$ cat src/rtl/otter_pkg.sv
// ---------------------------------------------------------------------------
// otter_pkg
// Shared definitions for the OTTER register-file write scheduler.
//   REG_ADDR_W  : register address width (32 architectural registers)
//   XLEN        : data width of the register file
//   NUM_REGS    : number of architectural registers (x0 hard-wired to zero)
//   reg_addr_t  : register index type
//   grant_src_e : which source owns the single register-file write port
// ---------------------------------------------------------------------------
package otter_pkg;

  localparam int REG_ADDR_W = 5;
  localparam int XLEN       = 32;
  localparam int NUM_REGS   = 32;

  typedef logic [REG_ADDR_W-1:0] reg_addr_t;

  typedef enum logic {
    GRANT_LU = 1'b0,
    GRANT_WB = 1'b1
  } grant_src_e;

endpackage

$ cat src/rtl/otter_scoreboard.sv
// ---------------------------------------------------------------------------
// otter_scoreboard
// Tracks which registers are waiting on a long-latency result and how many
// long operations are outstanding. Produces the decode hazard and the
// issue_full back-pressure, and flags protocol errors for the top level.
// Ports:
//   clk, rst_n            : clock, asynchronous active-low reset
//   issue_valid/issue_rd  : long op issuing and its destination
//   chk_rs1/chk_rs2/chk_rd: register indices of the decoding instruction
//   commit/commit_addr    : long-unit result accepted by the write port
//   hazard                : decode must stall (registered pending only)
//   issue_full            : outstanding count at MAX_OUT
//   pending               : scoreboard bit vector, bit 0 always 0
//   out_cnt               : outstanding long ops
//   err                   : single-cycle protocol error pulse
// ---------------------------------------------------------------------------
module otter_scoreboard
  import otter_pkg::*;
#(
  parameter int MAX_OUT = 4,
  parameter int CNT_W   = $clog2(MAX_OUT + 1)
) (
  input  logic                clk,
  input  logic                rst_n,
  input  logic                issue_valid,
  input  logic [4:0]          issue_rd,
  input  logic [4:0]          chk_rs1,
  input  logic [4:0]          chk_rs2,
  input  logic [4:0]          chk_rd,
  input  logic                commit,
  input  logic [4:0]          commit_addr,
  output logic                hazard,
  output logic                issue_full,
  output logic [NUM_REGS-1:0] pending,
  output logic [CNT_W-1:0]    out_cnt,
  output logic                err
);

  localparam logic [CNT_W-1:0] CNT_FULL = CNT_W'(MAX_OUT);
  localparam logic [CNT_W-1:0] CNT_ONE  = CNT_W'(1);

  logic [NUM_REGS-1:0] pending_q, pending_d;
  logic [CNT_W-1:0]    out_cnt_q, out_cnt_d;
  logic                issue_acc;
  logic                commit_bad;
  logic                commit_ok;

  // An issue to x0 never produces a visible result, so it is neither
  // tracked nor counted. A commit is only legitimate when its register is
  // actually pending; anything else is a long-unit protocol violation and
  // must not disturb the count.
  always_comb begin
    issue_full = (out_cnt_q == CNT_FULL);
    issue_acc  = issue_valid && (issue_rd != 5'd0) && !issue_full;
    commit_bad = commit && (!pending_q[commit_addr] || (out_cnt_q == '0));
    commit_ok  = commit && !commit_bad;
    err        = (issue_valid && issue_full) || commit_bad;

    // Clear first, then set, so a same-cycle re-issue of the committing
    // register keeps it pending for the new operation.
    pending_d = pending_q;
    if (commit_ok) begin
      pending_d[commit_addr] = 1'b0;
    end
    if (issue_acc) begin
      pending_d[issue_rd] = 1'b1;
    end
    pending_d[0] = 1'b0;

    out_cnt_d = out_cnt_q;
    case ({issue_acc, commit_ok})
      2'b10:   out_cnt_d = out_cnt_q + CNT_ONE;
      2'b01:   out_cnt_d = out_cnt_q - CNT_ONE;
      default: out_cnt_d = out_cnt_q;
    endcase
  end

  // Hazard looks only at registered state: a result committing this cycle
  // is not forwarded, so decode waits one extra cycle for it.
  always_comb begin
    hazard = ((chk_rs1 != 5'd0) && pending_q[chk_rs1]) ||
             ((chk_rs2 != 5'd0) && pending_q[chk_rs2]) ||
             ((chk_rd  != 5'd0) && pending_q[chk_rd]);
    pending = pending_q;
    out_cnt = out_cnt_q;
  end

  always_ff @(posedge clk or negedge rst_n) begin
    if (!rst_n) begin
      pending_q <= '0;
      out_cnt_q <= '0;
    end else begin
      pending_q <= pending_d;
      out_cnt_q <= out_cnt_d;
    end
  end

endmodule

$ cat src/rtl/otter_rf_wb_sched.sv
// ---------------------------------------------------------------------------
// otter_rf_wb_sched
// Arbitrates the single OTTER register-file write port between in-order
// pipeline writeback (default winner) and a long-latency unit with a
// valid/ready handshake, tracks pending long-unit destinations and raises a
// starvation stall so the long unit is eventually served.
// Ports:
//   clk, rst_n                   : clock, asynchronous active-low reset
//   issue_valid/issue_rd         : long op issue
//   chk_rs1/chk_rs2/chk_rd       : decode operands for hazard check
//   hazard, issue_full           : decode/issue back-pressure
//   wb_valid/wb_addr/wb_data     : pipeline writeback (no ready)
//   lu_valid/lu_addr/lu_data     : long-unit result, lu_ready = accepted
//   pipe_stall                   : pipeline must not write back (registered)
//   rf_w_en/rf_w_addr/rf_w_data  : register-file write port
//   pending, out_cnt             : scoreboard state
//   proto_err                    : sticky protocol violation flag
// ---------------------------------------------------------------------------
module otter_rf_wb_sched
  import otter_pkg::*;
#(
  parameter int STARVE_MAX = 4,
  parameter int MAX_OUT    = 4
) (
  input  logic                           clk,
  input  logic                           rst_n,
  input  logic                           issue_valid,
  input  logic [4:0]                     issue_rd,
  input  logic [4:0]                     chk_rs1,
  input  logic [4:0]                     chk_rs2,
  input  logic [4:0]                     chk_rd,
  output logic                           hazard,
  output logic                           issue_full,
  input  logic                           wb_valid,
  input  logic [4:0]                     wb_addr,
  input  logic [XLEN-1:0]                wb_data,
  input  logic                           lu_valid,
  input  logic [4:0]                     lu_addr,
  input  logic [XLEN-1:0]                lu_data,
  output logic                           lu_ready,
  output logic                           pipe_stall,
  output logic                           rf_w_en,
  output logic [4:0]                     rf_w_addr,
  output logic [XLEN-1:0]                rf_w_data,
  output logic [NUM_REGS-1:0]            pending,
  output logic [$clog2(MAX_OUT+1)-1:0]   out_cnt,
  output logic                           proto_err
);

  localparam int SCNT_W = $clog2(STARVE_MAX + 1);
  localparam logic [SCNT_W-1:0] SCNT_SAT = SCNT_W'(STARVE_MAX);
  localparam logic [SCNT_W-1:0] STALL_AT = SCNT_W'(STARVE_MAX - 1);
  localparam logic [SCNT_W-1:0] SCNT_ONE = SCNT_W'(1);

  grant_src_e        grant;
  logic              commit;
  logic              lu_blocked;
  logic              sb_err;
  logic [SCNT_W-1:0] starve_cnt_q, starve_cnt_d;
  logic              pipe_stall_q, pipe_stall_d;
  logic              proto_err_q, proto_err_d;

  // Zero-latency grant. The pipeline has no ready signal, so it wins
  // whenever it is allowed to write; the long unit takes every other cycle.
  always_comb begin
    grant     = (!pipe_stall_q && wb_valid) ? GRANT_WB : GRANT_LU;
    lu_ready  = (grant == GRANT_LU);
    rf_w_en   = lu_valid;
    rf_w_addr = lu_addr;
    rf_w_data = lu_data;
    if (grant == GRANT_WB) begin
      rf_w_en   = 1'b1;
      rf_w_addr = wb_addr;
      rf_w_data = wb_data;
    end
    commit     = lu_valid && lu_ready;
    lu_blocked = lu_valid && !lu_ready;
  end

  // Starvation guard. The stall is requested one cycle ahead so that it is
  // a clean registered signal to the pipeline; once raised it is held until
  // the long unit actually commits.
  always_comb begin
    starve_cnt_d = '0;
    if (lu_blocked) begin
      starve_cnt_d = (starve_cnt_q == SCNT_SAT) ? SCNT_SAT
                                                : starve_cnt_q + SCNT_ONE;
    end

    if (pipe_stall_q) begin
      pipe_stall_d = !commit;
    end else begin
      pipe_stall_d = lu_blocked && (starve_cnt_d >= STALL_AT);
    end

    // A writeback presented while stalled is dropped and remembered here.
    proto_err_d = proto_err_q || (pipe_stall_q && wb_valid) || sb_err;

    pipe_stall = pipe_stall_q;
    proto_err  = proto_err_q;
  end

  always_ff @(posedge clk or negedge rst_n) begin
    if (!rst_n) begin
      starve_cnt_q <= '0;
      pipe_stall_q <= 1'b0;
      proto_err_q  <= 1'b0;
    end else begin
      starve_cnt_q <= starve_cnt_d;
      pipe_stall_q <= pipe_stall_d;
      proto_err_q  <= proto_err_d;
    end
  end

  otter_scoreboard #(
    .MAX_OUT (MAX_OUT),
    .CNT_W   ($clog2(MAX_OUT + 1))
  ) u_scoreboard (
    .clk         (clk),
    .rst_n       (rst_n),
    .issue_valid (issue_valid),
    .issue_rd    (issue_rd),
    .chk_rs1     (chk_rs1),
    .chk_rs2     (chk_rs2),
    .chk_rd      (chk_rd),
    .commit      (commit),
    .commit_addr (lu_addr),
    .hazard      (hazard),
    .issue_full  (issue_full),
    .pending     (pending),
    .out_cnt     (out_cnt),
    .err         (sb_err)
  );

endmodule

$ cat config.mk
export PLATFORM = sky130hd
export DESIGN_NAME = otter_rf_wb_sched
export DESIGN_NICKNAME = d
export VERILOG_FILES = /design/src/rtl/otter_pkg.sv /design/src/rtl/otter_scoreboard.sv /design/src/rtl/otter_rf_wb_sched.sv
export SDC_FILE = /design/constraint.sdc
export NUM_CORES = 1
export LEC_CHECK = 0
export CAP_MARGIN = 10
export CORE_MARGIN = 4
export CORE_UTILIZATION = 45
export DETAILED_ROUTE_END_ITERATION = 8
export PLACE_DENSITY = 0.88
export SLEW_MARGIN = 20
export SYNTH_ARGS = -nofsm -noshare
export SYNTH_HDL_FRONTEND = slang
export SYNTH_SLANG_ARGS = --single-unit
export TNS_END_PERCENT = 100
$ cat constraint.sdc
create_clock -name clk -period 4.53 [get_ports clk]
set_input_delay 0.6795 -clock clk [delete_from_list [all_inputs] [get_ports clk]]
set_output_delay 0.6795 -clock clk [all_outputs]
set_load 0.03 [all_outputs]
Yosys cells after proc, flatten, opt, wreduce, memory -nomap -nowiden
Index checks and enable logic that the tools add are counted.
{ "totals": {"out_inout_bits": 78, "latchBits": 0, "elab_cells": 78, "reg_bits": 39, "in_bits": 99, "ram_bits": 0, "romBits": 0, "n_memories": 0} }
{ "op_classes": {"addsub": 3, "muxes": 22, "div": 0, "eq_ne": 4, "multipliers": 0, "n_lt_le_gt_ge": 8, "n_reduce_logical": 32, "n_shift": 0, "n_bitwise": 4} }
{ "ops": {"columns": ["operator", "n"], "rows": [
  ["2-to-1 mux 32 bit", 3],
  ["AND 32 bit", 1],
  ["inverter 32 bit", 1],
  ["OR 32 bit", 1],
  ["< comparator 5 x 6 -> 1 bit (second input constant)", 5],
  ["binary-select mux 1 bit (select 5 bit)", 4],
  ["nonzero test 5 bit", 4],
  ["logical AND 1 bit", 15],
  ["demux 1 bit (select 5 bit)", 2],
  ["greater-or-equal comparator 5 x 1 -> 1 bit (second input constant)", 2],
  ["2-to-1 mux 1 bit", 9],
  ["adder 3 x 1 -> 3 bit (second input constant)", 2],
  ["== test 3 bit (second input constant)", 2],
  ["logical OR 1 bit", 6],
  ["2-to-1 mux 3 bit", 2],
  ["case mux 3 bit (2 select lines)", 1],
  ["zero test 1 bit", 5],
  ["2-to-1 mux 5 bit", 1],
  ["greater-or-equal comparator 3 x 2 -> 1 bit (second input constant)", 1],
  ["zero test 3 bit", 1],
  ["subtractor 3 x 1 -> 3 bit (second input constant)", 1],
  ["== test 2 x 1 -> 1 bit (second input constant)", 1],
  ["== test 2 bit (second input constant)", 1],
  ["nonzero test 2 bit", 1],
  ["inverter 1 bit", 1]
]} }

Longest topological paths before layout
{ "depth": {"word_depth": 11, "ltp_mapped": 12, "mapped_depth_nobuf": 10} }

Modules after synthesis
From an unflattened synthesis, not the netlist that was laid out.
{ "unflattened": {"cells_unflattened": 438, "area_unflattened_um2": 3717.3} }
{ "by_module_without_submodules": {"columns": ["module", "area_per_inst_um2", "n_inst", "cells_each", "seq_area_each_um2"], "rows": [
  ["otter_scoreboard", 3001.6, 1, 298, 850.8],
  ["otter_rf_wb_sched", 715.7, 1, 140, 125.1]
]} }

Worst setup path before layout
Ideal clock, no wire load.
{ "synth_timing": {"path_type": "input to output", "startpoint": "input port chk_rs1[0]", "endpoint": "output port hazard", "path_slack_ns": 1.468, "arrival_time_ns": 2.382, "path_stages": 6, "required_time_ns": 3.851, "path_buffers": 1, "cell_sequence": "buf_6 > mux4_1 > mux2_2 > and3_4 > nor4_2 > o2111ai_1"} }
{ "synth_between": {"elab_chain_cells": 5, "word_cells_on_any_way": 6, "cone_classes": "mux (2); reduce/logical (4)"} }
{ "synth_rtl": {"columns": ["element", "line_no", "source"], "rows": [
  ["start: declaration", "otter_rf_wb_sched.sv:29", "input logic [4:0] chk_rs1,"],
  ["binary-select mux 1 bit (select 5 bit)", "otter_scoreboard.sv:81", "hazard = ((chk_rs1 != 5'd0) && pending_q[chk_rs1]) ||"],
  ["2-to-1 mux 1 bit (not written as such)", "otter_scoreboard.sv:81", null],
  ["logical AND 1 bit *", "otter_scoreboard.sv:81", null],
  ["logical OR 1 bit *", "otter_scoreboard.sv:81", null],
  ["logical OR 1 bit *", "otter_scoreboard.sv:82", "((chk_rs2 != 5'd0) && pending_q[chk_rs2]) ||"],
  ["end: declaration", "otter_rf_wb_sched.sv:32", "output logic hazard,"]
]} }
Mark *: on every way between the ends. The rest lies on a longest branch, timed or not. The select of a mux whose other input is x is not followed.

Worst setup path in the final report
{ "layout_timing": {"startpoint": "input port chk_rs2[0]", "endpoint": "output port hazard"} }
{ "layout_between": {"elab_chain_cells": 5, "word_cells_on_any_way": 6, "cone_classes": "mux (2); reduce/logical (4)"} }
{ "layout_rtl": {"columns": ["element", "line_no", "source"], "rows": [
  ["start: declaration", "otter_rf_wb_sched.sv:30", "input logic [4:0] chk_rs2,"],
  ["binary-select mux 1 bit (select 5 bit)", "otter_scoreboard.sv:82", null],
  ["2-to-1 mux 1 bit (not written as such)", "otter_scoreboard.sv:82", null],
  ["logical AND 1 bit *", "otter_scoreboard.sv:82", null],
  ["logical OR 1 bit *", "otter_scoreboard.sv:81", null],
  ["logical OR 1 bit *", "otter_scoreboard.sv:82", null]
]} }
Marks and branches as above.

==> summary.txt <==
Run status
  • Status: completed

Routing
  • Routed WL: 14000 um
  • DR vias/cell: 6.06
  • DR DRC count: 0
  • Initial DRC count: between 400 and 500
  • DR WL/cell: 19.3 um
  • Antenna Violating Nets Remaining: 0
  • Via Count: 4401
  • Pre-Repair DR Iteration Count: 5

Clocking
  • Cts repair resizes: 0
  • Cts bufs inserted: 5
  • Hold buffer count at CTS: 0
  • Setup bufs post-CTS: 0
  • Clock tree buffer depth: 2
  • Clk Latency, worst-skew pair: 310 ps
  • Clk pin slew, worst setup/hold paths: ~80 ps
  • Root buf cell: clkbuf_8
  • TritonCTS clock tree: yes
  • Clock sinks: 39
  • H-tree Lvls: 2

Hold path
  • Min-Delay Path Class: input port to async pin

Timing
  • Post-layout minimum cycle time: 4040 ps
  • Clock Skews: 12.0 ps
  • Fin. max-slew vios: 0
  • Max frequency: about 250 MHz
  • Setup TNS: 0 ps
  • Slew margin rel.: 41.7%
  • Final hold vios: 0
  • Final setup viols: 0
  • RSZ-0062 raised after global routing: false
  • Period utilisation layout: slightly below 90%
  • Worst slew pin tran: 875 ps
  • Worst hold margin: 488 ps

Synth
  • Ys flop type: dfrtp_1
  • EDFF count, synth: 0
  • Post-synth ARST share: 100%
  • Sequential area share after synthesis: 26.9%
  • Synth warnings: 0
  • Seq cells post-synth: 39
  • Post-Syn Nets: around 570
  • Synthesized area per cell: about 7.7 um2
  • Cell Area, Synth: 3620 um2
  • Distinct cells, synth: 51
  • Mapped Cells: ~470

Floorplanning
  • FP Rows: 32
  • Die area: 9550 um2
  • Placeable Area: 7770 um2
  • Initial core utilization: 46.6%
  • Chip Width: 97.7 um
  • Io pins: 177
  • Die Y: 97.7 um

Placement
  • Post-DP HPWL: between 10000 and 15000 um
  • IO Port Bufs: 175
  • RePlAce Congestion: 0.903
  • Area of placed instances: 5410 um2

Setup path
  • Max Fanout on Critical Path: 10
  • Crit end category: output pin
  • Crit Path Category: input port to output pin
  • Critical Path Source Type: input port
  • Critical path arrival: 3360 ps
  • Reg2reg path depth: 9
  • Worst endpoint required time: 3850 ps

Layout
  • Filler cells: 647
  • NumNets Final: just over 700
  • P&R area growth vs syn: 52.0%
  • Fin util: 70.9%
  • Cell area after layout: roughly 5500 um2
  • Share of post-route cells with drive strength above 1: around 7%

Global route
  • First-pass GRT wire length: 22300 um
  • Largest net degree at the start of global routing: 40
  • Congestion Overflow GR: 0
  • Global-route usage over all layers: 28.7%
  • Initial antenna violation count: 1
  • Vias in the first global route: between 4000 and 5000

Job
  • Max-cap violations: 0

Pwr
  • VDD IR-drop max: 0.000240 V
  • Power per standard cell area: 417 nW/um2
  • Pleak: around 2.3 nW
[synthesized netlist by cell type (2+ instances only)]
cell type	instances	area share (%)
nand2_1	125	13
nor2_1	73	7.6
dfrtp_1	39	27
a21oi_1	35	4.8
nor4_1	31	5.4
clkbuf_1	25	2.6
mux2i_1	22	6.1
mux4_2	17	11
nand4_1	8	1.4
buf_2	7	0.97
inv_1	7	0.73
mux4_1	6	4.4
nand2b_1	6	1.0
nand3_1	6	0.83
nand4b_1	6	1.5
nor2b_1	6	1.0
mux2_2	4	1.2
ha_1	3	1.0
o22ai_1	3	0.52
or2_2	3	0.52
nor3_1	2	0.28
o21ai_0	2	0.28
o311ai_1	2	0.48
or3_1	2	0.35
or3b_1	2	0.48
xnor2_1	2	0.48
[layout by cell type, fill, tap and decap left out, drive strengths merged, types with 2 or more instances in the layout]
cell	n
inv	7
nor4	32
nand4b	6
o311ai	2
ha	3
or2	3
clkbuf	6
mux2	4
mux4	23
a21oi	35
or3	2
clkdlybuf4s50	174
dfrtp	39
xnor2	2
nand2b	6
buf	8
nor2b	6
nor3	2
o22ai	3
and3	2
nor2	73
nand3	6
nand4	8
nand2	125
or3b	3
mux2i	22
o21ai	3
[cell type report]
cell class | instances | area, um2 | area share, %
multi-input cells | 387 | 2480 | 45.1
repair buffers | 182 | 1810 | 32.8
flip-flops and latches | 39 | 976 | 17.7
well taps | 102 | 128 | 2.32
clock buffers | 6 | 72.6 | 1.32
inverters | 7 | 26.3 | 0.477
clock inverters | 2 | 12.5 | 0.227
diodes | 1 | 2.50 | 0.0454
[kinds of logic after synthesis]
| kind of cell | Yosys count | share of synthesized area [%] |
|---|---|---|
| and+or+nand+nor | 279 | 35.3 |
| AOI/OAI and AO/OA | 51 | 8.05 |
| muxes | 49 | 22.2 |
| buffers and inverters | 43 | 5.04 |
| DFF | 39 | 26.9 |
| adders and majority gates | 4 | 1.59 |
| xor gates and xnor gates | 3 | 0.725 |
| other | 1 | 0.103 |
[critical path: stages]
cell and delay, ps:
clkdlybuf4s50_1 840, mux4_2 580, mux4_2 470, nand2_1 80, o2111ai_1 110, clkdlybuf4s50_1 610
[flip-flops by register name, indices dropped and copies added (netlist names)]
signal,cells
pipe_stall,1
proto_err,1
starve_cnt_q,3
u_scoreboard.out_cnt,3
u_scoreboard.pending,31
[final timing paths]
path                            slack, ps       startpoint                       end
worst max-delay path                  490       chk_rs2[0]                    hazard
worst min-delay path                  490            rst_n                pipe_stall
worst max register to register       1900       pipe_stall   u_scoreboard.out_cnt[1]
worst min register to register        510  starve_cnt_q[0]           starve_cnt_q[0]
max in group asynchronous            3490            rst_n  u_scoreboard.pending[22]
min in group clk                      510  starve_cnt_q[0]           starve_cnt_q[0]
[metrics by stage]
stage | total power [mW] | cells | setup WS [ps]
after CTS | 2.28 | 724 | 477
after global routing | 2.41 | 726 | 401
after global placement | 2.01 | 716 | 515
after detailed placement | 2.05 | 716 | 485
after floorplan | 1.44 | 469 | 1470
final | 2.30 | 726 | 488
[metal layers]
layer / global-route usage (%) / vias to the layer above / wire (um)
li1: - / 1981 / -
met1: 34.4 / 2020 / 5060
met2: 47.6 / 334 / 6600
met3: 8.21 / 66 / 1650
met4: 13.5 / 0 / 726
met5: 0 / - / 0
[where the power goes]
| group | internal [mW] | switching, mW | leakage (nW) |
|---|---|---|---|
| clock network | 0.108 | 0.130 | 0.0412 |
| registers | 0.467 | 0.249 | 0.465 |
| logic | 0.645 | 0.699 | 1.75 |
| total | 1.22 | 1.08 | 2.26 |
(Power assumes the default switching activity.)
